===== config.mk =====
export PLATFORM = sky130hd
export DESIGN_NAME = branch_predictor
export DESIGN_NICKNAME = d
export VERILOG_FILES = /design/src/rtl/branch_predictor.sv
export SDC_FILE = /design/constraint.sdc
export NUM_CORES = 2
export LEC_CHECK = 0
export ABC_AREA = 1
export CAP_MARGIN = 10
export CORE_MARGIN = 1.5
export CORE_UTILIZATION = 55
export DETAILED_ROUTE_END_ITERATION = 12
export PLACE_DENSITY = 0.73
export SYNTH_ARGS = -nofsm -noshare
export SYNTH_HDL_FRONTEND = slang
export SYNTH_SLANG_ARGS = --single-unit

===== constraint.sdc =====
create_clock -name clk -period 60.8 [get_ports clk]
set_clock_uncertainty 0.15 [all_clocks]
set_input_delay 12.16 -clock clk [delete_from_list [all_inputs] [get_ports clk]]
set_output_delay 12.16 -clock clk [all_outputs]
set_load 0.01 [all_outputs]

===== src/rtl/branch_predictor.sv =====
// Bimodal branch predictor with branch target buffer, beside fetch.
// Optional BP_STATS_EN adds lookup/update/mispredict event counters.
module branch_predictor #(
  parameter int ENTRIES = 16,
  parameter int PC_W    = 32,
  parameter int CTR_W   = 2
) (
  input  logic            clk,
  input  logic            reset,
  input  logic            lookup_valid,
  input  logic [PC_W-1:0] PCF,
  output logic            predTakenF,
  output logic [PC_W-1:0] predTargetF,
  input  logic            upd_valid,
  input  logic [PC_W-1:0] upd_pc,
  input  logic            upd_taken,
  input  logic [PC_W-1:0] upd_target,
  input  logic            upd_pred_taken,
  input  logic [PC_W-1:0] upd_pred_target,
  input  logic            clear,
  output logic            mispredict
`ifdef BP_STATS_EN
  ,
  output logic [31:0]     stat_lookups,
  output logic [31:0]     stat_updates,
  output logic [31:0]     stat_mispredicts
`endif
);

  localparam int IW = $clog2(ENTRIES);
  localparam int TW = PC_W - IW - 2;

  localparam logic [CTR_W-1:0] C_WT  = CTR_W'(1) << (CTR_W - 1);
  localparam logic [CTR_W-1:0] C_WNT = C_WT - CTR_W'(1);
  localparam logic [CTR_W-1:0] C_MAX = '1;
  localparam logic [CTR_W-1:0] C_MIN = '0;

  logic [ENTRIES-1:0] vld_q;
  logic [TW-1:0]      tag_q [ENTRIES];
  logic [PC_W-1:0]    tgt_q [ENTRIES];
  logic [CTR_W-1:0]   ctr_q [ENTRIES];

  logic [IW-1:0]    f_idx;
  logic [TW-1:0]    f_tag;
  logic             f_hit;
  logic [IW-1:0]    u_idx;
  logic [TW-1:0]    u_tag;
  logic             u_hit;
  logic [CTR_W-1:0] u_ctr;
  logic [CTR_W-1:0] ctr_inc;
  logic [CTR_W-1:0] ctr_dec;
  logic             misp_cond;

  // PCs are word aligned, so the two low bits never select anything
  logic unused_lsb;
  assign unused_lsb = ^{PCF[1:0], upd_pc[1:0]};

  assign f_idx = PCF[IW+1:2];
  assign f_tag = PCF[PC_W-1:IW+2];
  assign u_idx = upd_pc[IW+1:2];
  assign u_tag = upd_pc[PC_W-1:IW+2];

  // Fetch-side lookup straight from registered state, no update bypass
  always_comb begin
    f_hit       = vld_q[f_idx] && (tag_q[f_idx] == f_tag);
    predTakenF  = lookup_valid && f_hit && ctr_q[f_idx][CTR_W-1];
    predTargetF = predTakenF ? tgt_q[f_idx] : '0;
  end

  // Training-side hit check and saturating counter neighbours
  always_comb begin
    u_hit   = vld_q[u_idx] && (tag_q[u_idx] == u_tag);
    u_ctr   = ctr_q[u_idx];
    ctr_inc = (u_ctr == C_MAX) ? u_ctr : u_ctr + CTR_W'(1);
    ctr_dec = (u_ctr == C_MIN) ? u_ctr : u_ctr - CTR_W'(1);
    misp_cond = (upd_pred_taken != upd_taken) ||
                (upd_taken && (upd_pred_target != upd_target));
  end

  // Entry array: reset, then clear, then training write
  always_ff @(posedge clk or posedge reset) begin
    if (reset) begin
      vld_q <= '0;
      for (int i = 0; i < ENTRIES; i++) begin
        tag_q[i] <= '0;
        tgt_q[i] <= '0;
        ctr_q[i] <= C_WNT;
      end
    end else if (clear) begin
      vld_q <= '0;
      for (int i = 0; i < ENTRIES; i++) begin
        ctr_q[i] <= C_WNT;
      end
    end else if (upd_valid) begin
      if (u_hit) begin
        if (upd_taken) begin
          ctr_q[u_idx] <= ctr_inc;
          tgt_q[u_idx] <= upd_target;
        end else begin
          ctr_q[u_idx] <= ctr_dec;
        end
      end else if (upd_taken) begin
        vld_q[u_idx] <= 1'b1;
        tag_q[u_idx] <= u_tag;
        tgt_q[u_idx] <= upd_target;
        ctr_q[u_idx] <= C_WT;
      end
    end
  end

  // One-cycle mispredict pulse, independent of clear
  always_ff @(posedge clk or posedge reset) begin
    if (reset) begin
      mispredict <= 1'b0;
    end else begin
      mispredict <= upd_valid && misp_cond;
    end
  end

`ifdef BP_STATS_EN
  // Free-running event counters, untouched by clear
  always_ff @(posedge clk or posedge reset) begin
    if (reset) begin
      stat_lookups     <= '0;
      stat_updates     <= '0;
      stat_mispredicts <= '0;
    end else begin
      if (lookup_valid) begin
        stat_lookups <= stat_lookups + 32'd1;
      end
      if (upd_valid) begin
        stat_updates <= stat_updates + 32'd1;
      end
      if (upd_valid && misp_cond) begin
        stat_mispredicts <= stat_mispredicts + 32'd1;
      end
    end
  end
`endif

endmodule


==> impl_metrics.sql <==
INSERT INTO impl_metrics (metric_group, metric, value, unit) VALUES
('run_status', 'outcome', 'finished, final reports clean', ''),
('sta', 'timing.final.hold_violations', '0', ''),
('yosys', 'synth_seq_cells', '977', ''),
('finish', 'syn_to_final_growth', '10.33', '%'),
('global_route', 'number_of_global_route_vias_before_repair', '44750', ''),
('sta', 'period_share', '0.4918', ''),
('yosys', 'number_of_enable_flip_flop_cells_after_synthesis', '0', ''),
('worst_setup_path', 'reg2reg_from', 'tag_q[201]', ''),
('die', 'floorplan.core_area', '90420', 'sq um'),
('die', 'die_area', '93370', 'sq um'),
('sta', 'grt_setup_unrepaired', 'false', ''),
('flow_run', 'max-cap-violations', '0', ''),
('power_and_ir_drop', 'power_density', '30.80', 'nW/um^2'),
('cts', 'cell_chosen_for_the_clock_root', 'clkbuf_16', ''),
('yosys', 'mappedNetlistNets', '6964', ''),
('place', 'dpl.hpwl', '91.47', 'mm'),
('die', 'die_h', '305.6', 'microns'),
('worst_setup_path', 'crit_start', 'PCF[2]', ''),
('sta', 'setup-tns-final', '0', 'ns'),
('detailed_routing', 'route.vias.total', '47870', ''),
('yosys', 'cell_type_with_the_largest_total_area_after_synthesis', 'dfrtp_1', ''),
('worst_setup_path', 'worstSetupPathType', 'primary input to output pin', ''),
('finish', 'multi_input_area', '22730', 'sq um'),
('detailed_routing', 'drt_iter0_markers', '5804', ''),
('place', 'place.gp.congestion', '0.9118', ''),
('global_route', 'globalRoute.totalOverflow', '0', ''),
('sta', 'finalCriticalPeriod', '29.90', 'ns'),
('cts', 'cts.reportedPaths.clkPinSlew', '0.06', 'ns'),
('die', 'ioPinCount', '169', ''),
('cts', 'tritoncts.num_buffers', '104', ''),
('detailed_routing', 'antenna_left', '0', ''),
('yosys', 'ys.flop_type', 'dfrtp_1', ''),
('sta', 'tightest_slew', '1.260', 'ns'),
('cts', 'htree_levels', '3', ''),
('finish', 'seqCellArea', '24470', 'sq um'),
('die', 'row_count', '110', ''),
('finish', 'filler_cell_count', '8068', ''),
('worst_setup_path', 'data_arrival_time_at_the_worst_slack_endpoint', '17.59', 'ns'),
('cts', 'clock-sinks', '977', ''),
('global_route', 'grt_max_degree', '207', ''),
('global_route', 'initial_antenna_violation_count', '5', ''),
('worst_setup_path', 'reg2reg_slack', '56.08', 'ns'),
('min_path', 'hp-class', 'register to register', ''),
('cts', 'postCtsResizedCells', '0', ''),
('sta', 'slew_headroom', '0.1574', ''),
('finish', 'drive_gt1_frac', '0.04743', ''),
('cts', 'postCtsSetupBuffers', '0', ''),
('finish', 'fin_nets', '6773', ''),
('sta', 'max_clock_freq', '33.45', 'MHz'),
('finish', 'layout.cells.most_common_list', 'nand2_1, o21ai_0, dfrtp_1', ''),
('die', 'starting_density', '0.5568', ''),
('power_and_ir_drop', 'ir_worst_vdd', '28.67', 'uV'),
('cts', 'ctsHoldBuffers', '0', ''),
('yosys', 'yosysSeqAreaShare', '0.4859', ''),
('yosys', 'ys_top_cells_by_area', 'dfrtp_1, nand2_1, o21ai_0', ''),
('global_route', 'grt_total_usage', '0.3558', ''),
('cts', 'clock_latency_on_the_worst_skew_pair', '0.70', 'ns'),
('sta', 'slew_viol_final', '0', ''),
('yosys', 'asyncSetResetFlopFracSynth', '1.000', ''),
('worst_setup_path', 'worstPathMaxFanout', '110', ''),
('worst_setup_path', 'worst_r2r_endpoint', 'tag_q[102]', ''),
('worst_setup_path', 'crit_end', 'predTargetF[7]', ''),
('worst_setup_path', 'timing.critical_path.required', '48.49', 'ns'),
('detailed_routing', 'drc_errors', '0', ''),
('cts', 'clock_tree_from_tritoncts', 'yes', ''),
('yosys', 'netlist.area_leader.share', '0.4776', ''),
('yosys', 'syn-cell-area', '50350', 'sq um'),
('yosys', 'synth.avg_cell_area', '7.373', 'sq um'),
('detailed_routing', 'drt-pass1-iter-count', '7', ''),
('detailed_routing', 'post_drt_wl_per_cell', '21.20', 'microns'),
('worst_setup_path', 'type_of_destination_of_the_critical_path', 'output pin', '');
-- critical path, stage by stage --
cell,delay (ns)
buf_8,0.22
inv_8,0.52
buf_4,0.80
buf_4,0.65
o21ai_0,0.16
o21ai_0,0.21
o22ai_1,0.09
o21ai_0,0.63
o21ai_0,0.16
nor2_1,0.11
nand2_1,0.06
nor2_1,0.11
nand2_2,0.45
nor3_1,0.47
clkdlybuf4s50_1,0.62
-- area by class of cell --
class | count | area share
Tap cell | 1176 | 0.02649
Multi-Input combinational cell | 5045 | 0.4092
Clock buffer | 161 | 0.05653
Sequential cell | 977 | 0.4405
Clock inverter | 32 | 0.008063
Timing Repair Buffer | 243 | 0.04068
Inverter | 267 | 0.01856
Antenna cell | 1 | 0.00004505
-- cells in the mapped netlist, types with 2 or more instances --
library cell,n
nand2_1,2398
o21ai_0,1054
dfrtp_1,961
nor2_1,427
clkbuf_1,384
a21oi_1,310
o21ai_1,284
inv_1,245
nand3_1,204
buf_2,113
a221oi_1,67
o22ai_1,53
o211ai_1,52
nor3_1,43
buf_1,34
o221ai_1,30
o32ai_1,28
a22o_1,25
inv_2,19
dfstp_2,16
xor2_1,12
nand2_2,11
xnor2_1,10
nand4_1,9
buf_4,8
a31oi_1,5
nor4_1,4
o311ai_0,4
a221o_1,3
clkinv_1,3
nand2_4,3
nor2_4,3
o2111ai_1,2
-- worst min path at each step --
stage                   start   endpoint  slack, ns  depth (start not counted)
floorplan           ctr_q[16]  ctr_q[16]       0.30                          2
global placement     ctr_q[0]   ctr_q[0]       0.31                          2
detailed placement   ctr_q[4]   ctr_q[4]       0.31                          2
CTS                  ctr_q[4]   ctr_q[4]       0.32                          2
global route        ctr_q[14]  ctr_q[14]       0.33                          2
finish              ctr_q[22]  ctr_q[22]       0.32                          2
-- flip-flops by register name (all words and copies together) (netlist names) --
name and count:
mispredict 1, ctr_q 32, vld_q 16, tgt_q 512, tag_q 416
-- cells by family after synthesis --
group                     after synthesis  share of synthesized area
buffers and inverters                 807                    0.06371
xor gates and xnor gates               22                   0.003827
and+or+nand+nor                      3104                     0.2397
DFF                                   977                     0.4859
AOI/OAI and AO/OA                    1919                     0.2068
-- stage by stage --
step / cells / total power (uW) / util / cell area [sq um] / setup WS, ns
after global routing: 7901 / 1784 / 0.6143 / 55550 / 30.72
after CTS: 7901 / 1709 / 0.6143 / 55550 / 31.05
after global placement: 7708 / 1039 / 0.5746 / 51960 / 31.08
after detailed placement: 7708 / 1048 / 0.5746 / 51960 / 31.08
after floorplan: 6829 / 969.4 / - / 50350 / 21.03
final: 7902 / 1711 / 0.6143 / 55550 / 30.90
-- where the power goes --
part | leakage [uW] | total, uW | internal (uW) | switching (uW)
Combinational | 0.0110 | 257 | 89.1 | 168
Sequential | 0.0129 | 788 | 736 | 51.6
Clock | 0.00177 | 666 | 393 | 273
-- per-layer routing --
metal  vias up  part of all wire  GRT usage
li1      22130                 -          -
met1     22520              0.39     0.4623
met2      2637              0.44     0.5573
met3       572              0.10    0.06274
met4        10             0.065     0.2164
met5         -           0.00035          0
No activity file was read; power rests on OpenSTA's default activity.
